### src/rtl/sc_deser_pkg.sv
// Shared state encoding and sizing helper for the serial deserializer.
package sc_deser_pkg;

   localparam int STATE_W = 2;

   localparam logic [STATE_W-1:0] IDLE  = 2'd0;
   localparam logic [STATE_W-1:0] SHIFT = 2'd1;
   localparam logic [STATE_W-1:0] LOAD  = 2'd2;
   localparam logic [STATE_W-1:0] ABORT = 2'd3;

   typedef enum logic [STATE_W-1:0] {
      ST_IDLE  = IDLE,
      ST_SHIFT = SHIFT,
      ST_LOAD  = LOAD,
      ST_ABORT = ABORT
   } deser_state_e;

   // Bit counter must reach DATAWIDTH itself when a parity bit trails the word.
   function automatic int count_width(input int data_width);
      return $clog2(data_width + 1);
   endfunction

endpackage

### src/rtl/sc_deser_timeout_counter.sv
// Saturating idle-cycle counter; tc_o flags the cycle whose edge brings the
// count up to DESER_TIMEOUT.
module sc_deser_timeout_counter #(
   parameter int DESER_TIMEOUT    = 255,
   parameter int DESER_TIMERWIDTH = 8
) (
   input  logic clk_i,
   input  logic rst_i,
   input  logic clear_i,
   input  logic enable_i,
   output logic tc_o
);

   localparam logic [DESER_TIMERWIDTH-1:0] TC_MAX  = DESER_TIMERWIDTH'(DESER_TIMEOUT);
   localparam logic [DESER_TIMERWIDTH-1:0] TC_LAST = DESER_TIMERWIDTH'(DESER_TIMEOUT - 1);

   logic [DESER_TIMERWIDTH-1:0] count_q;
   logic [DESER_TIMERWIDTH-1:0] count_d;

   always_comb begin
      count_d = count_q;
      if (clear_i) begin
         count_d = '0;
      end else if (enable_i && (count_q != TC_MAX)) begin
         count_d = count_q + 1'b1;
      end
   end

   always_ff @(posedge clk_i or posedge rst_i) begin
      if (rst_i) begin
         count_q <= '0;
      end else begin
         count_q <= count_d;
      end
   end

   assign tc_o = enable_i && !clear_i && (count_q == TC_LAST);

endmodule

### src/rtl/sc_serial_deserializer.sv
// Serial-to-parallel word assembler with load/clear pulses for a downstream
// register. Define SC_DESER_PARITY_EN to append and check an even-parity bit.
//
// state  | meaning
// IDLE   | waiting for start; bit strobes ignored
// SHIFT  | collecting bits MSB-first, idle timer running between strobes
// LOAD   | one cycle: completed word on data bus, load pulse high
// ABORT  | one cycle: clear pulse high, frame error set
module sc_serial_deserializer
   import sc_deser_pkg::*;
#(
   parameter int DESER_DATAWIDTH  = 8,
   parameter int DESER_TIMEOUT    = 255,
   parameter int DESER_TIMERWIDTH = 8
) (
   input  logic                       SC_DESER_CLOCK_50,
   input  logic                       SC_DESER_RESET_InHigh,
   input  logic                       SC_DESER_start_In,
   input  logic                       SC_DESER_bit_In,
   input  logic                       SC_DESER_bitValid_In,
   output logic [DESER_DATAWIDTH-1:0] SC_DESER_data_OutBUS,
   output logic                       SC_DESER_load_Out,
   output logic                       SC_DESER_clear_Out,
   output logic                       SC_DESER_busy_Out,
   output logic                       SC_DESER_frameErr_Out
);

   localparam int CNT_W = count_width(DESER_DATAWIDTH);
`ifdef SC_DESER_PARITY_EN
   localparam int FRAME_BITS = DESER_DATAWIDTH + 1;
`else
   localparam int FRAME_BITS = DESER_DATAWIDTH;
`endif
   localparam logic [CNT_W-1:0] LAST_IDX = CNT_W'(FRAME_BITS - 1);

   deser_state_e               state_q;
   logic [DESER_DATAWIDTH-1:0] shreg_q;
   logic [CNT_W-1:0]           count_q;
   logic [DESER_DATAWIDTH-1:0] data_q;
   logic                       load_q;
   logic                       clear_q;
   logic                       busy_q;
   logic                       frame_err_q;

   logic timer_clear;
   logic timer_en;
   logic timer_tc;

   // A restart or a received bit zeroes the idle timer.
   assign timer_en    = (state_q == ST_SHIFT) && !SC_DESER_bitValid_In && !SC_DESER_start_In;
   assign timer_clear = (state_q != ST_SHIFT) || SC_DESER_bitValid_In || SC_DESER_start_In;

   sc_deser_timeout_counter #(
      .DESER_TIMEOUT    (DESER_TIMEOUT),
      .DESER_TIMERWIDTH (DESER_TIMERWIDTH)
   ) u_timeout (
      .clk_i    (SC_DESER_CLOCK_50),
      .rst_i    (SC_DESER_RESET_InHigh),
      .clear_i  (timer_clear),
      .enable_i (timer_en),
      .tc_o     (timer_tc)
   );

   always_ff @(posedge SC_DESER_CLOCK_50 or posedge SC_DESER_RESET_InHigh) begin
      if (SC_DESER_RESET_InHigh) begin
         state_q     <= ST_IDLE;
         shreg_q     <= '0;
         count_q     <= '0;
         data_q      <= '0;
         load_q      <= 1'b0;
         clear_q     <= 1'b0;
         busy_q      <= 1'b0;
         frame_err_q <= 1'b0;
      end else begin
         load_q  <= 1'b0;
         clear_q <= 1'b0;
         case (state_q)
            ST_IDLE: begin
               if (SC_DESER_start_In) begin
                  state_q     <= ST_SHIFT;
                  shreg_q     <= '0;
                  count_q     <= '0;
                  frame_err_q <= 1'b0;
                  busy_q      <= 1'b1;
               end
            end
            ST_SHIFT: begin
               if (SC_DESER_start_In) begin
                  shreg_q     <= '0;
                  count_q     <= '0;
                  frame_err_q <= 1'b1;
               end else if (SC_DESER_bitValid_In) begin
                  if (count_q == LAST_IDX) begin
                     count_q <= '0;
`ifdef SC_DESER_PARITY_EN
                     if ((^shreg_q) == SC_DESER_bit_In) begin
                        state_q <= ST_LOAD;
                        data_q  <= shreg_q;
                        load_q  <= 1'b1;
                     end else begin
                        state_q     <= ST_ABORT;
                        clear_q     <= 1'b1;
                        frame_err_q <= 1'b1;
                     end
`else
                     state_q <= ST_LOAD;
                     data_q  <= {shreg_q[DESER_DATAWIDTH-2:0], SC_DESER_bit_In};
                     load_q  <= 1'b1;
`endif
                  end else begin
                     shreg_q <= {shreg_q[DESER_DATAWIDTH-2:0], SC_DESER_bit_In};
                     count_q <= count_q + 1'b1;
                  end
               end else if (timer_tc) begin
                  state_q     <= ST_ABORT;
                  count_q     <= '0;
                  clear_q     <= 1'b1;
                  frame_err_q <= 1'b1;
               end
            end
            ST_LOAD, ST_ABORT: begin
               state_q <= ST_IDLE;
               busy_q  <= 1'b0;
            end
            default: begin
               state_q <= ST_IDLE;
               busy_q  <= 1'b0;
            end
         endcase
      end
   end

   assign SC_DESER_data_OutBUS  = data_q;
   assign SC_DESER_load_Out     = load_q;
   assign SC_DESER_clear_Out    = clear_q;
   assign SC_DESER_busy_Out     = busy_q;
   assign SC_DESER_frameErr_Out = frame_err_q;

endmodule

### config.mk
export PLATFORM = sky130hd
export DESIGN_NAME = sc_serial_deserializer
export DESIGN_NICKNAME = d
export VERILOG_FILES = /design/src/rtl/sc_deser_pkg.sv /design/src/rtl/sc_deser_timeout_counter.sv /design/src/rtl/sc_serial_deserializer.sv
export SDC_FILE = /design/constraint.sdc
export NUM_CORES = 1
export LEC_CHECK = 0
export ABC_CLOCK_PERIOD_IN_PS = 6500
export CORE_MARGIN = 2
export CORE_UTILIZATION = 35
export CTS_CLUSTER_SIZE = 25
export DETAILED_ROUTE_END_ITERATION = 10
export PLACE_DENSITY = 0.64
export SYNTH_ARGS = -nofsm -noshare
export SYNTH_HDL_FRONTEND = slang
export SYNTH_HIERARCHICAL = 1
export SYNTH_SLANG_ARGS = --single-unit
### constraint.sdc
create_clock -name SC_DESER_CLOCK_50 -period 6.5 [get_ports SC_DESER_CLOCK_50]
set_clock_uncertainty 0.1 [all_clocks]
set_input_delay 1.95 -clock SC_DESER_CLOCK_50 [delete_from_list [all_inputs] [get_ports SC_DESER_CLOCK_50]]
set_output_delay 1.95 -clock SC_DESER_CLOCK_50 [all_outputs]
set_load 0.05 [all_outputs]
==> metrics <==
Skew-Pair Late Insertion Delay 0.30 ns; Die ar. 5250 um^2; row count 24; #FFs+latches synth 33; Port Buffers 16; vias in the first global route 1235; DRC errors left 0; worst hold path class flop to flop; status finished, final reports clean; via count 1260; Starting Density 36.9%; DR iter-0 viols 82; Logic pwr share 7.8%; Post-DRT Antenna Nets 0; sequential share of power 45.1%; crit path time final 4.41 ns; max-slew violations 0; Post-Route Setup TNS 0 ns; setup bufs post-CTS 0; Rel. slew slack 20.9%; share of cells above drive strength 1 14.2%; sequential area share after synthesis 50.3%; # IOs 17; Fillers 420; CTS Hold Bufs 0; routability cong. 0.850; global route overflow 0; Post-synth EDFFs 0; dominant synthesized flop cell dfrtp_1; Final Hold Vio Count 0; initial antenna violation count 0; Peak VDD IR 0.196 mV; final net count 183; total CTS buffers 5; leakage power 0.858 nW; arrival time worst endpoint 4.48 ns; pwr dens 246 nW/um^2; Setup crit end kind flop; Tot GR Track Use 14.0%; Area Overhead vs Synth 20.9%; CTS tree built; Clock power frac 47.1%; Worst Path Class, Setup input port to flop; H-tree levels 2; RSZ-0062 raised after global routing false; synth warn 6; commonest non-fill, non-tap cell in the layout dfrtp_1; routed len/inst 14.3 um; root buffer cell clkbuf_8; n_diodes 0; leading cell types in the layout, fill and taps excluded dfrtp_1 (33), nand2_1 (17), clkdlybuf4s50_1 (16); maxcap violations 0; mean area per synthesized cell 10.5 um^2; Switching Share 22.9%; largest net degree at the start of global routing 26; Core Region 4440 um^2; Vias/cell 5.53; chip width 72.5 um; Psw 0.112 mW; Clk pin slew, worst setup/hold paths 0.07 ns; CTS sink count 33; crit-path max FO 10; Synthesized Nets 164; die span in y 72.5 um; Req. time, crit path 6.56 ns; DR pass1 iterations 4; Total Wirelength 3250 um; first-pass GRT wire length 5640 um; Final Setup Violations 0; Worst Tran Pin Value 1.17 ns; clock tree buffer depth 2; CP Launch Type input port; Post-synth ARST share 100%; count of cell types in the netlist 41; Max Freq 227 MHz; dpl hpwl 2300 um; final hold slack 0.410 ns; Internal 0.377 mW; post-synthesis cell count 156; Final Util 44.7%; fin crit share 67.9%; area of the mapped netlist 1640 um^2; post-CTS sizing 0
area by class of cell:
cell class                 count  area, um^2  share of cell area (%)
clock buffer                   5        68.8                    3.47
clock inverter                 3        65.1                    3.28
inverter                      12        45.0                    2.27
multi-input combinational    107         754                    38.0
sequential                    33         826                    41.6
tap                           52        65.1                    3.28
timing repair buffer          16         160                    8.07
metrics by stage:
step	cells	instance area [um^2]	setup slack [ns]	power (mW)
floorplan	156	1640	2.68	0.249
global placement	220	1850	1.93	0.261
detailed placement	220	1850	1.77	0.263
CTS	228	1980	2.09	0.497
global route	228	1980	1.88	0.509
finish	228	1980	2.09	0.489
worst max-delay path: stages:
cell	delay, ns
clkdlybuf4s50_1	0.57
or3b_4	0.49
nand2b_1	0.34
inv_2	0.20
nand2_1	0.07
nor3_1	0.28
o21ai_0	0.13
a21oi_1	0.29
a31oi_1	0.14
worst paths after layout:
check,startpoint,to,slack (ns),depth (start not counted)
max in group asynchronous,SC_DESER_RESET_InHigh,SC_DESER_clear_Out,3.62,2
hold / removal,SC_DESER_data_OutBUS[0],SC_DESER_data_OutBUS[0],0.41,1
hold reg to reg,SC_DESER_data_OutBUS[0],SC_DESER_data_OutBUS[0],0.41,1
min in group asynchronous,SC_DESER_RESET_InHigh,u_timeout/count_q[6],1.83,2
setup / recovery,SC_DESER_start_In,count_q[2],2.09,9
setup reg to reg,state_q[1],count_q[2],3.72,8
cells in the mapped netlist (all sizes together), types with 3 or more instances:
library cell | number | area share [%]
o221ai | 3 | 1.6
nand3 | 13 | 4.6
ha | 3 | 2.3
dfrtp | 33 | 50
a21oi | 8 | 2.4
mux2 | 8 | 7.3
inv | 12 | 2.7
o21ai | 6 | 1.8
o211ai | 3 | 1.4
clkbuf | 3 | 0.69
a211oi | 3 | 1.4
nor3 | 4 | 1.5
nor2 | 11 | 3.5
nand2 | 18 | 4.3
cells by family after synthesis:
logic type	Yosys count	share of synthesized area, %
xor gates and xnor gates	1	0.534
DFF	33	50.3
and+or+nand+nor	65	24.0
muxes	8	7.32
buffers and inverters	16	3.73
AOI/OAI and AO/OA	30	11.8
adders and majority gates	3	2.29
sequential cells by signal, indices dropped and copies added (netlist names):
name,count
shreg_q,7
SC_DESER_busy_Out,1
SC_DESER_load_Out,1
SC_DESER_clear_Out,1
SC_DESER_frameErr_Out,1
count_q,4
SC_DESER_data_OutBUS,8
state_q,2
u_timeout/count_q,8
layer usage:
layer / up-vias / track usage, % / routed length, um
met1: 619 / 15.7 / 1420
met4: 0 / 4.94 / 50
met5: - / 0 / 0
met3: 6 / 5.42 / 163
met2: 35 / 24.4 / 1620
li1: 600 / - / -
power by group through the flow:
stage / combinational, mW / sequential, mW / clock [mW]
finish: 0.0382 / 0.220 / 0.230
global route: 0.0424 / 0.221 / 0.246
CTS: 0.0389 / 0.220 / 0.238
detailed placement: 0.0388 / 0.224 / 0
global placement: 0.0374 / 0.223 / 0
floorplan: 0.0194 / 0.230 / 0
Note: power is estimated with default switching activity, not from simulation.
